==> src/rtl/uart_tx_arbiter.sv <==
// uart_tx_arbiter
//   Shares one UART transmit line between four byte requesters. In IDLE a
//   round-robin search (starting after the last winner) picks one pending
//   requester. Its byte is captured and acknowledged, then sent as an 8N1
//   frame (start, 8 data bits LSB first, stop), each bit CLKS_PER_BIT clocks.
//
// Ports
//   clk        : system clock, rising edge
//   rst        : synchronous active-high reset
//   en         : arbitration enable, sampled only in IDLE
//   req[3:0]   : per-requester byte-pending flags
//   req_data   : byte i at req_data[8*i+7:8*i]
//   ack[3:0]   : one-cycle one-hot capture pulse
//   tx         : serial output, idles high
//   busy       : frame in progress (START/DATA/STOP)
//   active_id  : owner of the current or most recent frame
//   frame_done : one-cycle pulse in the first IDLE cycle after a frame
module uart_tx_arbiter #(
  parameter int unsigned CLKS_PER_BIT = 16
) (
  input  logic        clk,
  input  logic        rst,
  input  logic        en,
  input  logic [3:0]  req,
  input  logic [31:0] req_data,
  output logic [3:0]  ack,
  output logic        tx,
  output logic        busy,
  output logic [1:0]  active_id,
  output logic        frame_done
);

  localparam int unsigned  BW        = (CLKS_PER_BIT > 1) ? $clog2(CLKS_PER_BIT) : 1;
  localparam logic [BW-1:0] BAUD_LAST = BW'(CLKS_PER_BIT - 1);

  typedef enum logic [1:0] {IDLE, START, DATA, STOP} state_t;

  state_t        r_state, w_state_next;
  logic [BW-1:0] r_baud,  w_baud_next;
  logic [2:0]    r_bit,   w_bit_next;
  logic [7:0]    r_shift, w_shift_next;
  logic [1:0]    r_ptr,   w_ptr_next;
  logic          r_tx,    w_tx_next;
  logic [3:0]    r_ack,   w_ack_next;
  logic [1:0]    r_id,    w_id_next;
  logic          r_done,  w_done_next;

  logic          w_found;
  logic [1:0]    w_win;
  logic [1:0]    w_cand;
  logic          w_baud_wrap;

  // Search ptr+1, ptr+2, ptr+3, ptr (mod 4); first pending requester wins.
  always_comb begin : arbiter
    w_found = 1'b0;
    w_win   = r_ptr;
    w_cand  = r_ptr;
    for (int unsigned i = 1; i <= 4; i++) begin
      w_cand = r_ptr + 2'(i);
      if (!w_found && req[w_cand]) begin
        w_found = 1'b1;
        w_win   = w_cand;
      end
    end
  end

  assign w_baud_wrap = (r_baud == BAUD_LAST);

  always_comb begin : next_state
    w_state_next = r_state;
    w_baud_next  = w_baud_wrap ? '0 : r_baud + 1'b1;
    w_bit_next   = r_bit;
    w_shift_next = r_shift;
    w_ptr_next   = r_ptr;
    w_tx_next    = r_tx;
    w_ack_next   = '0;
    w_id_next    = r_id;
    w_done_next  = 1'b0;
    unique case (r_state)
      IDLE: begin
        w_tx_next   = 1'b1;
        w_baud_next = '0;
        if (en && w_found) begin
          w_ack_next   = 4'b0001 << w_win;
          w_id_next    = w_win;
          w_ptr_next   = w_win;
          w_shift_next = req_data[8*w_win +: 8];
          w_tx_next    = 1'b0;
          w_state_next = START;
        end
      end
      START: begin
        if (w_baud_wrap) begin
          w_tx_next    = r_shift[0];
          w_bit_next   = '0;
          w_state_next = DATA;
        end
      end
      DATA: begin
        if (w_baud_wrap) begin
          // r_bit wraps 7 -> 0 as the last data bit ends.
          w_bit_next = r_bit + 1'b1;
          if (r_bit == 3'd7) begin
            w_tx_next    = 1'b1;
            w_state_next = STOP;
          end else begin
            w_shift_next = r_shift >> 1;
            w_tx_next    = r_shift[1];
          end
        end
      end
      STOP: begin
        if (w_baud_wrap) begin
          w_state_next = IDLE;
          w_done_next  = 1'b1;
        end
      end
      default: w_state_next = IDLE;
    endcase
  end

  always_ff @(posedge clk) begin
    if (rst) begin
      r_state <= IDLE;
      r_baud  <= '0;
      r_bit   <= '0;
      r_shift <= '0;
      r_ptr   <= 2'd3;
      r_tx    <= 1'b1;
      r_ack   <= '0;
      r_id    <= '0;
      r_done  <= 1'b0;
    end else begin
      r_state <= w_state_next;
      r_baud  <= w_baud_next;
      r_bit   <= w_bit_next;
      r_shift <= w_shift_next;
      r_ptr   <= w_ptr_next;
      r_tx    <= w_tx_next;
      r_ack   <= w_ack_next;
      r_id    <= w_id_next;
      r_done  <= w_done_next;
    end
  end

  assign ack        = r_ack;
  assign tx         = r_tx;
  assign busy       = (r_state != IDLE);
  assign active_id  = r_id;
  assign frame_done = r_done;

endmodule

==> config.mk <==
export PLATFORM = sky130hd
export DESIGN_NAME = uart_tx_arbiter
export DESIGN_NICKNAME = d
export VERILOG_FILES = /design/src/rtl/uart_tx_arbiter.sv
export SDC_FILE = /design/constraint.sdc
export NUM_CORES = 1
export LEC_CHECK = 0
export CAP_MARGIN = 20
export CORE_UTILIZATION = 50
export CTS_CLUSTER_SIZE = 24
export DETAILED_ROUTE_END_ITERATION = 6
export DONT_BUFFER_PORTS = 1
export GPL_TIMING_DRIVEN = 0
export SLEW_MARGIN = 25
export SYNTH_ARGS = -nofsm -noshare
export SYNTH_HDL_FRONTEND = slang
export SYNTH_SLANG_ARGS = --single-unit
export TNS_END_PERCENT = 30
==> constraint.sdc <==
create_clock -name clk -period 2.6 [get_ports clk]
set_input_delay 0.52 -clock clk [delete_from_list [all_inputs] [get_ports clk]]
set_output_delay 0.52 -clock clk [all_outputs]
set_load 0.005 [all_outputs]
After elaboration in Yosys (flattened, before gate mapping)
Cells that the tools add are included.
{"block": "totals", "register_bits": 27, "input_bits": 39, "out_inout_bits": 9, "word_cells": 89}
{"block": "classes", "n_addsub": 5, "order_cmp": 4, "eq_ne": 11, "shift": 2, "n_mux": 35, "bitwise": 3, "reduce_logical": 20}
{"cell": "indexed part select 32 x 6 -> 8 bit", "n": 1}
{"cell": "2-to-1 mux 8 bit", "n": 3}
{"cell": "2-to-1 mux 2 bit", "n": 9}
{"cell": "case mux 8 bit (2 select lines)", "n": 1}
{"cell": "2-to-1 mux 1 bit", "n": 13}
{"cell": "less-than comparator 2 x 3 -> 1 bit, second input constant", "n": 4}
{"cell": "inequality test 2 bit, second input constant", "n": 6}
{"cell": "binary-select mux 1 bit (select 2 bit)", "n": 4}
{"cell": "case mux 2 bit (4 select lines)", "n": 1}
{"cell": "2-to-1 mux 3 bit", "n": 2}
{"cell": "case mux 3 bit (2 select lines)", "n": 1}
{"cell": "AND reduction 3 bit", "n": 2}
{"cell": "nonzero test 2 bit", "n": 3}
{"cell": "OR reduction 3 bit", "n": 2}
{"cell": "AND reduction 5 bit", "n": 1}
{"cell": "adder 2 bit, second input constant", "n": 2}
{"cell": "adder 4 x 1 -> 4 bit, second input constant", "n": 1}
{"cell": "equality test 2 bit, second input constant", "n": 2}
{"cell": "equality test 4 bit, second input constant", "n": 1}
{"cell": "logical AND 1 bit", "n": 4}
{"cell": "AND reduction 4 bit", "n": 1}
{"cell": "left shift 1 x 2 -> 4 bit, first input constant", "n": 1}
{"cell": "adder 3 x 1 -> 3 bit, second input constant", "n": 1}
{"cell": "equality test 3 bit, second input constant", "n": 1}
{"cell": "9 further kinds", "n": 13}

Logic depth before layout (Yosys ltp)
{"block": "depth", "depth_word": 16, "ltp_mapped": 9, "mapped_depth_nobuf": 8}

Worst setup path before layout
No wires, ideal clock.
{"block": "synth_timing", "path_kind": "flip-flop to flip-flop", "from": "register r_state[0]", "to": "register r_state[1]", "setup_ps": 128, "arrival_ps": 1773, "required_ps": 2472, "slack_ps": 699, "stages_incl_launch_ff": 8, "n_path_buf": 1, "period_less_slack_ps": 1901, "cell_sequence": "dfxtp_1 -> inv_1 -> ha_1 -> buf_6 -> or3_1 -> a222oi_1 -> mux2i_1 -> nor2_1"}
{"block": "synth_via", "elab_chain_cells": 3, "word_cells_on_any_way": 11, "classes_between": "eq/ne (8); mux (1); reduce/logical (2)"}
{"element": "from (decl)", "line_no": "38", "text": "state_t r_state, w_state_next;"}
{"element": "from (signal assigned)", "line_no": "134", "text": "r_state <= w_state_next;"}
{"element": "equality test 2 bit (tied with other cells)", "line_no": "79", "text": "unique case (r_state)"}
{"element": "inequality test 2 bit (no source line)"}
{"element": "AND reduction 5 bit (no source line)"}
Several ways; a longest one is shown, not always the timed one.
A chain may end at the register's enable or synchronous reset.

Worst setup path after layout
Ends and elaborated chain as after synthesis.

==> results.cfg <==
[grt]
globalRouteOverflowTotal = 0
grt_antenna_before_repair = 0
groute.usage.overall_pct = 21.7
maximum_number_of_pins_on_one_net_before_global_route_repair = 16
grt_pass1_wl_um = 5560
grt_pass1_vias = 1262

[floorplanning]
dieHeight_um = 58.1
num_ports = 48
floorplan.initialDensity_pct = 52.0
chipWidth_um = 58.1
design.core.area_um2 = 3030
row_count = 20
floorplan.die_area_um2 = 3380

[detailed_routing]
ant_nets = 0
firstDrtPassIters = 4
route.vias.total = 1307
vias_per_cell = 5.78
drc = 0
drt_iter0_markers = 44
detail_route.wirelength_um = 3410
routed_wire_length_per_instance_um = 15.1

[place]
dp_hpwl_um = 2580
pre_cts_setup_slack_ns = 0.490
port_buf_inserts = 0
place_congestion = 0.754

[layout]
area_growth_pct = 5.24
antennaDiodeCount = 0
nFillCells = 294
layout-drive-gt1-share_pct = 11.0
nNetsFinal = 230

[worst_hold_path]
hold_path.class = in2reg

[cts]
clkSinkCount = 27
clock_latency_ns = 0.33
htree_levels = 1
cts_resized = 0
cts_hold_repair.buffers = 0
clockRootBuffer = clkbuf_4
cts_tree = built
path_clk_slew_ns = 0.15
max_buffers_root_to_sink = 2
cts-buffers-inserted = 3
post-cts-setup-buffer-count = 0

[power]
power_frac_seq_pct = 38.1
power.leakage_uw = 0.000683
p_sw_share_pct = 40.8
max-vdd-ir-drop_v = 0.000354
comb_power_share_pct = 49.8
cellInternalPower_uw = 905
power.clock.fraction_pct = 12.1
power-per-cell-area_nw_per_um2 = 922
p_sw_uw = 624

[timing]
fin_skew_ns = 0.00748
setup_viol = 0
sum_of_negative_setup_slack_ns = 0
period_share_pct = 82.3
final_worst_hold_slack_ns = 0.373
timing.final.max_slew_violations = 0
rsz0062_at_grt = false
final_period_minus_worst_setup_slack_ns = 2.14
max_freq_ghz = 0.467
hold_violations = 0
finalWorstSetupSlack_ns = 0.459
timing_worst_slew_pin_value_ns = 0.559
max_slew_margin_pct = 62.7

[logic_synthesis]
ys_async_sr_fraction_pct = 0
synth_area_per_cell_um2 = 8.85
syn-instance-count = 178
ys.flop_type = dfxtp_1
synth.yosys.warnings = 0
netlist_cell_types = 41
synth_area_um2 = 1580
synth-edff-count = 0
ys_ff_latch = 27
postSynthNetCount = 225
synth_sequential_area_ratio_pct = 34.3

[setup_path]
critPathLaunchType = register
path_delay_family = compound AO/OA/AOI/OAI gates
path_class = reg2reg
critical_path.max_stage_delay_ns = 0.54
cp.required_ns = 2.82
worst_setup_path_end_kind = register
timing.critical_path.slowest_stage_cell = a222oi_1
cp_data_arrival_time_ns = 2.36
path_max_fanout = 10
critical_path.n_buffers_inverters = 2
worstPathCellList = inv_1, ha_1, buf_6, or3_1, a222oi_1, mux2i_1, nor2_1

[flow_run]
maxCapViolations = 0

[run_status]
run_status = completed
layout by cell type (no fill, tap or decap), types with 2 or more instances in the layout:
cell	instances
nand2_1	11
buf_4	2
o21ai_1	9
nand4_1	2
a31oi_1	4
nor3_1	2
nor2b_1	5
clkbuf_4	3
o21ai_0	4
mux2_1	2
mux2i_1	17
nor4_1	2
mux2_2	6
and3_1	6
buf_6	2
a21oi_1	10
inv_1	9
or3_1	3
nor2_1	19
nand3_1	4
ha_1	8
and4_1	2
dfxtp_1	27
clkbuf_1	4
worst reg2reg max path, delay by kind of cell, from the launching register on:
kind                       cells  cell delay, ns
adders and majority gates      1            0.22
buffers and inverters          2            0.23
and+or+nand+nor                2            0.36
muxes                          1            0.25
AOI/OAI and AO/OA              1            0.54
DFF                            1            0.44
flip-flops by register name (all words and copies together), names as in the netlist:
name,cells
r_shift,8
ack,4
r_baud,4
r_bit,3
active_id,2
r_ptr,2
r_state,2
frame_done,1
tx,1
path summary, 6_finish.rpt:
check / depth (start not counted) / to / slack [ns] / startpoint
worst max-delay path: 7 / r_state[1] / 0.46 / r_state[0]
worst min-delay path: 2 / ack[2] / 0.37 / en
worst max register to register: 7 / r_state[1] / 0.46 / r_state[0]
worst min register to register: 2 / r_bit[1] / 0.47 / r_bit[1]
logic make-up after synthesis:
family | count (synthesis) | share of synthesized area, %
compound gates | 37 | 15.3
xor+xnor | 2 | 1.11
fa+ha+maj | 8 | 6.35
buf+inv | 18 | 5.80
flops | 27 | 34.3
mux | 25 | 16.5
simple gates | 61 | 20.7
cell usage after synthesis, types with 5 or more instances:
master	instances	area, um^2
nor2b_1	5	31.3
inv_1	9	33.8
nor2_1	19	71.3
nand2_1	11	41.3
dfxtp_1	27	541
mux2_2	6	67.6
ha_1	8	100
and3_1	6	37.5
mux2i_1	17	170
o21ai_1	9	45.0
a21oi_1	10	50.1
power groups by stage:
stage / registers, uW / clock network (uW) / logic, uW
after floorplan: 572 / 0 / 624
after detailed placement: 592 / 0 / 759
after global placement: 585 / 0 / 740
final: 583 / 185 / 761
after CTS: 582 / 194 / 761
after global routing: 593 / 211 / 851
layout make-up:
type	count	area, um^2	area share, %
clock inverter	1	5.00	0.302
sequential	27	541	32.6
inverter	9	33.8	2.04
clock buffer	3	22.5	1.36
tap	44	55.1	3.32
buffer	9	57.6	3.47
multi-input combinational	133	943	56.9
through the flow:
stage	power, uW	instances	instance area (um^2)	utilization [%]
2_1_floorplan	1200	178	1580	-
3_3_place_gp	1320	222	1630	53.8
3_5_place_dp	1350	222	1630	53.8
4_1_cts	1540	226	1660	54.8
5_1_grt	1650	226	1660	54.8
6_report	1530	226	1660	54.8
per-layer routing:
layer	wire (um)	track usage, %	part of all wire [%]	vias to the layer above
li1	-	-	-	644
met1	1530	26.4	45	619
met2	1660	38.1	49	39
met3	161	3.57	4.7	5
met4	54	8.16	1.6	0
met5	0	0	0	-
Power figures use the tool's default switching activity.
